<file path="config.mk">
export PLATFORM = sky130hd
export DESIGN_NAME = div_seq_flat
export DESIGN_NICKNAME = d
export VERILOG_FILES = /design/src/rtl/div_seq_pkg.sv /design/src/rtl/div_seq_if.sv /design/src/rtl/div_seq_step.sv /design/src/rtl/div_seq.sv /design/src/flat_wrapper.sv
export SDC_FILE = /design/constraint.sdc
export NUM_CORES = 1
export LEC_CHECK = 0
export CAP_MARGIN = 20
export CORE_ASPECT_RATIO = 0.9
export CORE_MARGIN = 2
export CORE_UTILIZATION = 61
export DETAILED_ROUTE_END_ITERATION = 12
export PLACE_DENSITY = 0.94
export REMOVE_ABC_BUFFERS = 1
export SYNTH_ARGS = -nofsm -noshare
export SYNTH_HDL_FRONTEND = slang
export SYNTH_SLANG_ARGS = --single-unit
export TNS_END_PERCENT = 5
</file>
<file path="constraint.sdc">
create_clock -name clk_i -period 6.8 [get_ports clk_i]
set_clock_uncertainty 0.15 [all_clocks]
set_input_delay 1.02 -clock clk_i [delete_from_list [all_inputs] [get_ports clk_i]]
set_output_delay 1.02 -clock clk_i [all_outputs]
set_load 0.05 [all_outputs]
</file>
<file path="src/rtl/div_seq_pkg.sv">
// Shared types and constants for the sequential restoring divider.
package div_pkg;

   typedef enum logic [1:0] {S_IDLE, S_CALC, S_FIX, S_DONE} div_state_t;

   localparam int DIV_WIDTH_DEFAULT = 16;

   // Step counter width; must hold WIDTH-1.
   function automatic int cnt_w(input int w);
      return (w < 2) ? 1 : $clog2(w);
   endfunction

endpackage

</file>
<file path="src/rtl/div_seq_if.sv">
// Start/done handshake and result bus of the divider; slave side is the divider.
interface div_seq_if #(parameter int WIDTH = div_pkg::DIV_WIDTH_DEFAULT);

   logic             start_i;
   logic             signed_i;
   logic [WIDTH-1:0] dividend_i;
   logic [WIDTH-1:0] divisor_i;
   logic             busy_o;
   logic             done_o;
   logic [WIDTH-1:0] quotient_o;
   logic [WIDTH-1:0] remainder_o;
   logic             div_by_zero_o;

   modport master (
      output start_i, signed_i, dividend_i, divisor_i,
      input  busy_o, done_o, quotient_o, remainder_o, div_by_zero_o
   );

   modport slave (
      input  start_i, signed_i, dividend_i, divisor_i,
      output busy_o, done_o, quotient_o, remainder_o, div_by_zero_o
   );

endinterface

</file>
<file path="src/rtl/div_seq_step.sv">
// One restoring-division row: trial subtract with borrow, then keep or restore.
module div_step #(
   parameter int WIDTH = 16
) (
   input  logic [WIDTH:0]   rem_i,
   input  logic [WIDTH-1:0] div_i,
   output logic [WIDTH-1:0] rem_o,
   output logic             q_o
);

   logic [WIDTH+1:0] diff;
   logic             borrow;
   logic             diff_unused;

   assign diff   = {1'b0, rem_i} - {2'b00, div_i};
   assign borrow = diff[WIDTH+1];
   assign q_o    = ~borrow;
   // Without a borrow the difference is below the divisor, so its top bit is zero.
   assign diff_unused = diff[WIDTH];
   assign rem_o  = borrow ? rem_i[WIDTH-1:0] : diff[WIDTH-1:0];

endmodule

</file>
<file path="src/rtl/div_seq.sv">
// Sequential signed/unsigned restoring divider, one quotient bit per clock.
module div_seq
   import div_pkg::*;
#(
   parameter int WIDTH = DIV_WIDTH_DEFAULT
) (
   input  logic      clk_i,
   input  logic      rst_n_i,
   div_seq_if.slave  bus
);

   localparam int CW = cnt_w(WIDTH);

   div_state_t       state_q;
   logic [CW-1:0]    cnt_q;
   logic [WIDTH-1:0] rem_q, dvd_q, dvs_q;
   logic [WIDTH-1:0] quo_o_q, rem_o_q;
   logic             q_neg_q, r_neg_q, dz_q, dz_o_q, busy_q, done_q;

   logic [WIDTH-1:0] rem_d;
   logic             qbit_d;
   logic             a_neg, b_neg;
   logic [WIDTH-1:0] a_mag, b_mag;

   // MIN negates to itself, which is exactly its unsigned magnitude.
   always_comb begin
      a_neg = bus.signed_i & bus.dividend_i[WIDTH-1];
      b_neg = bus.signed_i & bus.divisor_i[WIDTH-1];
      a_mag = a_neg ? -bus.dividend_i : bus.dividend_i;
      b_mag = b_neg ? -bus.divisor_i  : bus.divisor_i;
   end

   div_step #(.WIDTH(WIDTH)) u_step (
      .rem_i ({rem_q, dvd_q[WIDTH-1]}),
      .div_i (dvs_q),
      .rem_o (rem_d),
      .q_o   (qbit_d)
   );

   always_ff @(posedge clk_i or negedge rst_n_i) begin
      if (!rst_n_i) begin
         state_q <= S_IDLE;
         cnt_q   <= '0;
         rem_q   <= '0;
         dvd_q   <= '0;
         dvs_q   <= '0;
         quo_o_q <= '0;
         rem_o_q <= '0;
         q_neg_q <= 1'b0;
         r_neg_q <= 1'b0;
         dz_q    <= 1'b0;
         dz_o_q  <= 1'b0;
         busy_q  <= 1'b0;
         done_q  <= 1'b0;
      end else begin
         done_q <= 1'b0;
         case (state_q)
            S_IDLE, S_DONE: begin
               state_q <= S_IDLE;
               busy_q  <= 1'b0;
               if (bus.start_i) begin
                  busy_q <= 1'b1;
                  cnt_q  <= CW'(WIDTH - 1);
                  if (bus.divisor_i == '0) begin
                     // Preload the zero-divisor result so FIX handles it like any other.
                     state_q <= S_FIX;
                     dz_q    <= 1'b1;
                     rem_q   <= bus.dividend_i;
                     dvd_q   <= '1;
                     dvs_q   <= '0;
                     q_neg_q <= 1'b0;
                     r_neg_q <= 1'b0;
                  end else begin
                     state_q <= S_CALC;
                     dz_q    <= 1'b0;
                     rem_q   <= '0;
                     dvd_q   <= a_mag;
                     dvs_q   <= b_mag;
                     q_neg_q <= a_neg ^ b_neg;
                     r_neg_q <= a_neg;
                  end
               end
            end
            S_CALC: begin
               rem_q <= rem_d;
               dvd_q <= {dvd_q[WIDTH-2:0], qbit_d};
               cnt_q <= cnt_q - 1'b1;
               if (cnt_q == '0) state_q <= S_FIX;
            end
            S_FIX: begin
               quo_o_q <= q_neg_q ? -dvd_q : dvd_q;
               rem_o_q <= r_neg_q ? -rem_q : rem_q;
               dz_o_q  <= dz_q;
               done_q  <= 1'b1;
               busy_q  <= 1'b0;
               state_q <= S_DONE;
            end
            default: state_q <= S_IDLE;
         endcase
      end
   end

   assign bus.busy_o        = busy_q;
   assign bus.done_o        = done_q;
   assign bus.quotient_o    = quo_o_q;
   assign bus.remainder_o   = rem_o_q;
   assign bus.div_by_zero_o = dz_o_q;

endmodule

</file>
<file path="src/flat_wrapper.sv">
// flat-port wrapper written by rule: the top's interface ports become plain ports
module div_seq_flat import div_pkg::*;
#(
   parameter int WIDTH = DIV_WIDTH_DEFAULT
)
  (clk_i, rst_n_i, bus_start_i, bus_signed_i, bus_dividend_i, bus_divisor_i, bus_busy_o, bus_done_o, bus_quotient_o, bus_remainder_o, bus_div_by_zero_o);
  div_seq_if #(.WIDTH(WIDTH)) bus_i ();
  input  logic clk_i;
  input  logic rst_n_i;
  input wire logic [$bits(bus_i.start_i)-1:0] bus_start_i;
  input wire logic [$bits(bus_i.signed_i)-1:0] bus_signed_i;
  input wire logic [$bits(bus_i.dividend_i)-1:0] bus_dividend_i;
  input wire logic [$bits(bus_i.divisor_i)-1:0] bus_divisor_i;
  output wire logic [$bits(bus_i.busy_o)-1:0] bus_busy_o;
  output wire logic [$bits(bus_i.done_o)-1:0] bus_done_o;
  output wire logic [$bits(bus_i.quotient_o)-1:0] bus_quotient_o;
  output wire logic [$bits(bus_i.remainder_o)-1:0] bus_remainder_o;
  output wire logic [$bits(bus_i.div_by_zero_o)-1:0] bus_div_by_zero_o;
  assign bus_i.start_i = bus_start_i;
  assign bus_i.signed_i = bus_signed_i;
  assign bus_i.dividend_i = bus_dividend_i;
  assign bus_i.divisor_i = bus_divisor_i;
  assign bus_busy_o = bus_i.busy_o;
  assign bus_done_o = bus_i.done_o;
  assign bus_quotient_o = bus_i.quotient_o;
  assign bus_remainder_o = bus_i.remainder_o;
  assign bus_div_by_zero_o = bus_i.div_by_zero_o;
  div_seq #(.WIDTH(WIDTH)) u_core (.clk_i(clk_i), .rst_n_i(rst_n_i), .bus(bus_i));
endmodule
</file>
-- Yosys cells after proc, flatten, opt, wreduce, memory -nomap -nowiden
Cells that the tools add are included.
- register bits after elaboration: 92
- input port bits: 36
- logic and storage cells: 60
- add/subtract/negate cells: 6
- eq/ne operators: 5
- mux-type cells: 24
- bitwise operators: 4
- reductions and logical operators: 8
- operators by type and width (kind ; number):
    16-bit two-way mux ; 10
    16-bit negator ; 4
    16-bit case mux with 2 select lines ; 2
    17-bit by 16-bit subtractor with 18-bit output ; 1
    16-bit logical NOT ; 1
    4-bit case mux with 2 select lines ; 1
    2-bit two-way mux ; 3
    2-bit case mux with 3 select lines ; 1
    1-bit two-way mux ; 5
    2-bit == test (second input constant) ; 2
    4-bit logical NOT ; 1
    4-bit two-way mux ; 1
    2-bit AND reduction ; 2
    2-bit nonzero test ; 2
    4-bit by 1-bit subtractor with 4-bit output (second input constant) ; 1
    1-bit bitwise AND ; 2
    2-bit by 1-bit == test with 1-bit output (second input constant) ; 1
    2-bit logical NOT ; 1
    2-bit by 1-bit != test with 1-bit output (second input constant) ; 1
    2-bit != test (second input constant) ; 1
    1-bit case mux with 2 select lines ; 1
    2-bit OR reduction ; 1
    1-bit NOT ; 1
    1-bit bitwise XOR ; 1

-- Depth between registers and ports, before layout
Gate-level depths: netlist (run 1).
- depth in word-level cells: 5
- mapped depth: 11

-- Modules after synthesis
From an unflattened synthesis (run 1), not the netlist that was laid out.
- cell total of the unflattened synthesis: 712
- area total of the unflattened synthesis: 6088.3 um2
- by module, submodules not included (module ; times used ; cells an instance ; area an instance (um2)):
    div_seq ; 1 ; 555 ; 4926.0
    div_step ; 1 ; 157 ; 1162.4

-- Least setup slack after synthesis (run 1)
No wires, ideal clock.
- kind: input to register
- start point: input port bus_divisor_i[8]
- end point: register u_core.rem_q[13]
- data arrival time: 2.853 ns
- required time: 6.556 ns
- slack: 3.703 ns
- cell stages on the path: 7
- buffers on the path: 1
- path through: or4_4 or4_4 nor4_4 and2_4 buf_6 a21oi_2 a221oi_2
- cells in the longest elaborated chain, start to end: 4
- ends and longest elaborated chain (item ; RTL line ; RTL):
    start, declared ; flat_wrapper.sv:13 ; input wire logic [$bits(bus_i.divisor_i)-1:0] bus_divisor_i;
    16-bit logical NOT ; div_seq.sv:64 ; if (bus.divisor_i == '0) begin
    16-bit two-way mux ; div_seq.sv:64 ;
    16-bit two-way mux ; div_seq.sv:61 ; if (bus.start_i) begin
    16-bit case mux with 2 select lines ; div_seq.sv:57 ; case (state_q)
    end signal, assigned ; div_seq.sv:68 ; rem_q <= bus.dividend_i;
    end signal, assigned ; div_seq.sv:85 ; rem_q <= rem_d;
    end, declared ; div_seq.sv:16 ; logic [WIDTH-1:0] rem_q, dvd_q, dvs_q;
No other way between the ends. The select of a mux whose other input is x is not followed.
A chain may end at the register's enable or synchronous reset.

-- Final worst setup path (run 1)
- start point: input port bus_divisor_i[5]
- end point: register u_core.rem_q[13]
The elaborated chain is that of the path after synthesis.

==> metrics.yaml, run 1 <==
wl_per_cell_um: 17.4
finalCriticalPeriod_ns: 3.53
clock_path_buffers: 2
clock_latency_ns: 0.37
rrSetupSlack_ns: 3.59
cts.sink_count: 92
cts_hold_buf: 0
root_buffer: "clkbuf_8"
synth_common_cells: "dfrtp_1 (92), nand2_1 (70), nor2_1 (68)"
first_pass_iters: 7
yosys.area_share.simple_pct: 16.8
synth_adder_area_share_pct: 5.35
worstSetupPathType: "input port to flip-flop"
grt_antenna_before_repair: 0
synth_top_family_by_area: "compound AO/OA/AOI/OAI gates"
rsz0062_at_grt: "no"
setup_viol: 0
drtAntennaViolNets: 0
grt_pass1_vias: 5454
hold_viol_final: 0
ios: 71
gp_congestion: 0.919
wirelength_um: 15400
port_buffers: 70
post_cts_buffers: 0
cap_violations: 0
synth.distinct_cells: 56
cp_max_fo: 21
slew_headroom_pct: 52.4
fin_nets: 813
async_flop_share_pct: 100
dp_hpwl_um: 11300
synthXorXnorAreaFrac_pct: 9.36
synthMuxAreaShare_pct: 3.15
power.leakage_nw: 2.97
power_per_cell_area_nw_per_um2: 562
num_rows: 34
final_layout_size_suffix_gt1_share_pct: 5.81
fin_ws_ns: 3.27
grt_overflow_total: 0
dieArea_um2: 10600
synth_compound_area_share_pct: 22.1
tritoncts: "built"
yosysMostFrequentCell: "dfrtp_1"
grt_pass1_wl_um: 25200
cts_made_buffers: 9
synth_seq_cells: 92
core_area_um2: 9610
synth.area.top_cells: "dfrtp_1 (38%), xor2_1 (5.6%), ha_1 (5.0%), a21oi_1 (4.8%), nand2_1 (4.4%)"
vias: 5612
crit_arrival_ns: 3.67
synthCells: 695
drc: 0
ir_worst_vdd_mv: 0.395
ctsResizeCount: 0
diodes: 0
critPathLaunch: "bus_divisor_i[5]"
cp-end-kind: "flip-flop"
routed_via_density: 6.36
r2r-end: "u_core.rem_q[0]"
synth_top_area_cell: "dfrtp_1"
ff2ff_path_depth: 7
tightest_slew_ns: 0.711
fin_crit_sh_pct: 51.9
required_ns: 6.94
endpoint: "u_core.rem_q[13]"
r2r-start: "u_core.rem_q[5]"
final_max_slew_viol_count: 0
place_ws_ns: 2.92
status: "completed"
setup.worst_path.start_class: "input port"
syn_area_um2: 5990
ys_seq_area_share_pct: 38.4
drtIter0Drc: 535
avgSynthCellArea_um2: 8.62
synthFlopType: "dfrtp_1"
start_util_pct: 62.3
synth_top_area_share_pct: 38.4
max_freq_ghz: 0.283
grt_util_all_layers_pct: 29.6
hp-class: "flip-flop to flip-flop"
area_delta_synth_final_pct: 16.4
die_height_um: 98.0
fin_tns_setup_ns: 0
synth_edf_count: 0
clk_pin_slew_ns: 0.10
yosysWarnings: 0
die_w_um: 108
grt_max_degree: 48
holdWs_ns: 0.336
cts_htree_levels: 3
## stage by stage
stage	utilization, %	instances	instance area, µm²	power (mW)
2_1_floorplan	-	663	5850	2.80
5_1_grt	72.5	883	6970	4.19
6_report	72.5	883	6970	3.92
3_5_place_dp	70.5	867	6770	3.51
4_1_cts	72.5	883	6970	3.89
3_3_place_gp	70.5	867	6770	3.41
## final cells by class
type	count	area [µm²]
clock buffer	9	124
sequential	92	2300
clock inverter	7	71.3
inverter	40	150
multi-input combinational	531	3410
timing repair buffer	78	758
fill	736	2650
tap	126	158
## layout by cell type, fill, tap and decap left out, drive strengths merged, types with 8 or more instances in the layout
| cell type | count |
|---|---|
| a21o | 8 |
| a21oi | 59 |
| buf | 9 |
| clkbuf | 9 |
| clkdlybuf4s50 | 69 |
| dfrtp | 92 |
| ha | 24 |
| inv | 42 |
| mux2i | 11 |
| nand2 | 70 |
| nand3 | 20 |
| nor2 | 68 |
| nor3 | 10 |
| o21a | 9 |
| o21ai | 56 |
| o31ai | 23 |
| or3 | 12 |
| xnor2 | 26 |
| xor2 | 38 |
## kinds of logic (layout without fill, tap and decap cells)
family / count (synthesis) / in the layout
AOI/OAI and AO/OA: 208 / 208
DFF: 92 / 92
and+or+nand+nor: 216 / 216
buffers and inverters: 72 / 134
adders and majority gates: 25 / 25
muxes: 18 / 18
xor gates and xnor gates: 64 / 64
## worst max-delay path, cell delays in order
cell	delay, ns
clkdlybuf4s50_1	0.49
or4_4	0.53
or4_4	0.47
nor4_4	0.22
buf_4	0.31
and2_4	0.29
a21oi_2	0.08
a221oi_2	0.25
## how the worst min path moves through the flow
stage	end	slack, ns	from	cells after the start
after floorplan	u_core.dvs_q[1]	0.30	u_core.dvs_q[1]	2
after global placement	u_core.bus.busy_o	0.31	u_core.bus.busy_o	2
after detailed placement	u_core.dvs_q[10]	0.32	u_core.dvs_q[10]	2
after CTS	u_core.dvs_q[10]	0.34	u_core.dvs_q[10]	2
after global routing	u_core.dvs_q[7]	0.39	u_core.dvs_q[7]	2
final	u_core.dvs_q[11]	0.34	u_core.dvs_q[11]	2
## power by group
| group | switching [mW] | internal (mW) | total (mW) |
|---|---|---|---|
| Sequential | 0.245 | 0.807 | 1.05 |
| Combinational | 1.55 | 0.948 | 2.50 |
| Clock | 0.224 | 0.142 | 0.366 |
## flip-flops by register name, summed over array words and instances (netlist names)
register and flops:
u_core.bus.done_o 1, u_core.bus.remainder_o 16, u_core.q_neg_q 1, u_core.bus.div_by_zero_o 1, u_core.rem_q 16, u_core.cnt_q 4, u_core.dz_q 1, u_core.dvd_q 16
u_core.bus.quotient_o 16, u_core.state_q 2, u_core.dvs_q 16, u_core.r_neg_q 1, u_core.bus.busy_o 1
## metal layers
metal  up-vias  global-route usage [%]  routed length, µm
met3        42                    5.87               1290
met1      2701                    40.1               6370
met5         -                       0                  0
li1       2592                       -                  -
met2       277                    47.5               7390
met4         0                    10.4                355
Power figures use the tool's default switching activity.
==> inputs of run 2 (changes only) <==
--- a/config.mk
+++ b/config.mk
@@ -8,9 +8,9 @@
 export CAP_MARGIN = 20
 export CORE_ASPECT_RATIO = 0.9
 export CORE_MARGIN = 2
-export CORE_UTILIZATION = 61
+export CORE_UTILIZATION = 57
 export DETAILED_ROUTE_END_ITERATION = 12
-export PLACE_DENSITY = 0.94
+export PLACE_DENSITY = 0.89
 export REMOVE_ABC_BUFFERS = 1
 export SYNTH_ARGS = -nofsm -noshare
 export SYNTH_HDL_FRONTEND = slang
==> constraint.sdc (replaced) <==
create_clock -name clk_i -period 3.3 [get_ports clk_i]
set_clock_uncertainty 0.15 [all_clocks]
set_input_delay 0.495 -clock clk_i [delete_from_list [all_inputs] [get_ports clk_i]]
set_output_delay 0.495 -clock clk_i [all_outputs]
set_load 0.05 [all_outputs]
==> run 2 against run 1 <==
  * Clock power grew to 2.7 times the previous value
  * Die area is 6.7% higher
  * Design area is 3.8% higher
  * Critical path type is now flip-flop to flip-flop
  * Wire length is 3.2% higher
  * Utilization is 1.9 points lower
  * Largest power group unchanged
  * Global-route usage is 0.44 points lower
  * First-iteration DRC count is 5.0% higher
  * Critical endpoint is now u_core.rem_q[2]
  * Non-clock buffer count is 21 higher
==> metrics.yaml, run 2 (synthesis results as in run 1) <==
grt_overflow_total: 0  # unchanged
cap_violations: 0  # unchanged
clock_path_buffers: 2  # unchanged
layout_commonest_cell: "dfrtp_1"
worstSetupPathType: "flip-flop to flip-flop"
drc: 0  # unchanged
power.leakage_nw: 3.12  # +5.0%
status: "completed"
rsz0062_at_grt: "no"
fin_crit_sh_pct: 94.1
cts_made_buffers: 9  # unchanged
ctsResizeCount: 0  # unchanged
grt_pass1_wl_um: 26800  # +6.3%
tritoncts: "built"
gp_congestion: 0.959  # +4.4%
grt_util_all_layers_pct: 29.2  # -0.44 points
dieArea_um2: 11300  # +6.7%
cts_hold_buf: 0  # unchanged
die_w_um: 112  # +3.3%
cpPeakStageDelay_ns: 0.61  # +0.08 ns
num_rows: 35  # +2.9%
wirelength_um: 15900  # +3.2%
fin_ws_ns: 0.193  # -3.07 ns
fin_nets: 834  # +2.6%
grt_pass1_vias: 5533  # +1.4%
drtAntennaViolNets: 0  # unchanged
crit_arrival_ns: 3.16  # -0.51 ns
total_power_mw: 8.52  # +120%
final_core_util_pct: 70.6  # -1.9 points
setup.worst_path.start_class: "flip-flop"
ios: 71  # unchanged
hp-class: "input port to asynchronous set/reset pin"
ir_worst_vdd_mv: 0.783  # +98%
hold_viol_final: 0  # unchanged
required_ns: 3.35  # -3.59 ns
setup_viol: 0  # unchanged
critPathSlowestCell: "o21ai_1"
routed_via_density: 6.20  # -2.4%
slew_headroom_pct: 49.2  # -3.3 points
cp_max_fo: 8  # -62%
final_max_slew_viol_count: 0  # unchanged
cp-end-kind: "flip-flop"
grt_max_degree: 49  # +2.1%
area_delta_synth_final_pct: 20.8
final_layout_size_suffix_gt1_share_pct: 8.35  # +2.5 points
core_area_um2: 10200  # +6.6%
cts_htree_levels: 3  # unchanged
root_buffer: "clkbuf_16"
die_height_um: 101  # +3.3%
dp_hpwl_um: 12100  # +6.6%
vias: 5625  # +0.23%
grt_antenna_before_repair: 0  # unchanged
holdWs_ns: 0.00640  # -0.330 ns
cts.sink_count: 92  # unchanged
clock_latency_ns: 0.35  # -0.02 ns
max_freq_ghz: 0.322
tightest_slew_ns: 0.757  # +0.0467 ns
final_cell_mix: "dfrtp_1 (92), nand2_1 (70), clkdlybuf4s50_1 (69), nor2_1 (68), a21oi_1 (58)"
finalCriticalPeriod_ns: 3.11
ff2ff_path_depth: 10  # +3
drtIter0Drc: 562  # +5.0%
start_util_pct: 58.4  # -3.8 points
post_cts_buffers: 0  # unchanged
place_ws_ns: -0.0228  # -2.94 ns
diodes: 0  # unchanged
first_pass_iters: 5  # -2
clk_pin_slew_ns: 0.07  # -0.03 ns
wl_per_cell_um: 17.5  # +0.47%
power_per_cell_area_nw_per_um2: 1180  # +110%
crit_path_cell_trace: "inv_1 -> ha_1 -> nor2b_1 -> o31a_1 -> o21ai_0 -> o21a_1 -> o21ai_1 -> buf_4 -> mux2i_1 -> o22ai_1"
port_buffers: 70  # unchanged
run 2: per-stage QoR:
| stage | std cells | TNS (ns) | cell area (µm²) |
|---|---|---|---|
| 5_1_grt | 907 | 0 | 7240 |
| 2_1_floorplan | 663 | -2.86 | 5850 |
| 3_5_place_dp | 891 | -0.0228 | 6950 |
| 4_1_cts | 907 | 0 | 7240 |
| 6_report | 907 | 0 | 7240 |
| 3_3_place_gp | 891 | 0 | 6950 |
run 2: power breakdown:
part | switching, mW | internal [mW] | total [mW]
Sequential | 0.457 | 1.67 | 2.12
Clock | 0.468 | 0.522 | 0.990
Combinational | 3.31 | 2.09 | 5.40
run 2: final cells by class:
| cell class | instances | area [µm²] |
|---|---|---|
| inverters | 40 | 150 |
| multi-input cells | 531 | 3410 |
| flip-flops and latches | 92 | 2300 |
| well taps | 129 | 161 |
| repair buffers | 99 | 928 |
| fillers | 824 | 3010 |
| clock buffers | 9 | 225 |
| clock inverters | 7 | 62.6 |
run 2: layer usage:
layer / vias up / part of all wire [%] / track usage, %
li1: 2632 / - / -
met1: 2694 / 42 / 38.3
met2: 266 / 49 / 51.0
met3: 33 / 7.8 / 4.49
met4: 0 / 2.0 / 8.63
met5: - / 0 / 0
run 2: critical path: cells and delay by family, from the launching register on:
kind | cells | cell delay (ns)
fa+ha+maj | 1 | 0.29
simple gates | 1 | 0.18
buf+inv | 2 | 0.38
mux | 1 | 0.25
compound gates | 5 | 1.38
flops | 1 | 0.35
run 2: worst paths after layout:
check	from	endpoint	slack, ns
setup reg to reg	u_core.dvs_q[1]	u_core.rem_q[2]	0.19
hold / removal	rst_n_i	u_core.bus.quotient_o[4]	0.006
hold reg to reg	u_core.dvs_q[6]	u_core.dvs_q[6]	0.33
min in group clk_i	u_core.dvs_q[6]	u_core.dvs_q[6]	0.33
max in group asynchronous	rst_n_i	u_core.bus.remainder_o[11]	2.24
setup / recovery	u_core.dvs_q[1]	u_core.rem_q[2]	0.19
==> inputs of run 3 (changes only) <==
--- a/config.mk
+++ b/config.mk
@@ -5,7 +5,6 @@
 export SDC_FILE = /design/constraint.sdc
 export NUM_CORES = 1
 export LEC_CHECK = 0
-export CAP_MARGIN = 20
 export CORE_ASPECT_RATIO = 0.9
 export CORE_MARGIN = 2
 export CORE_UTILIZATION = 57
==> results of run 3 <==
Same layout as run 2: the final DEF is identical, and so are final timing and power.
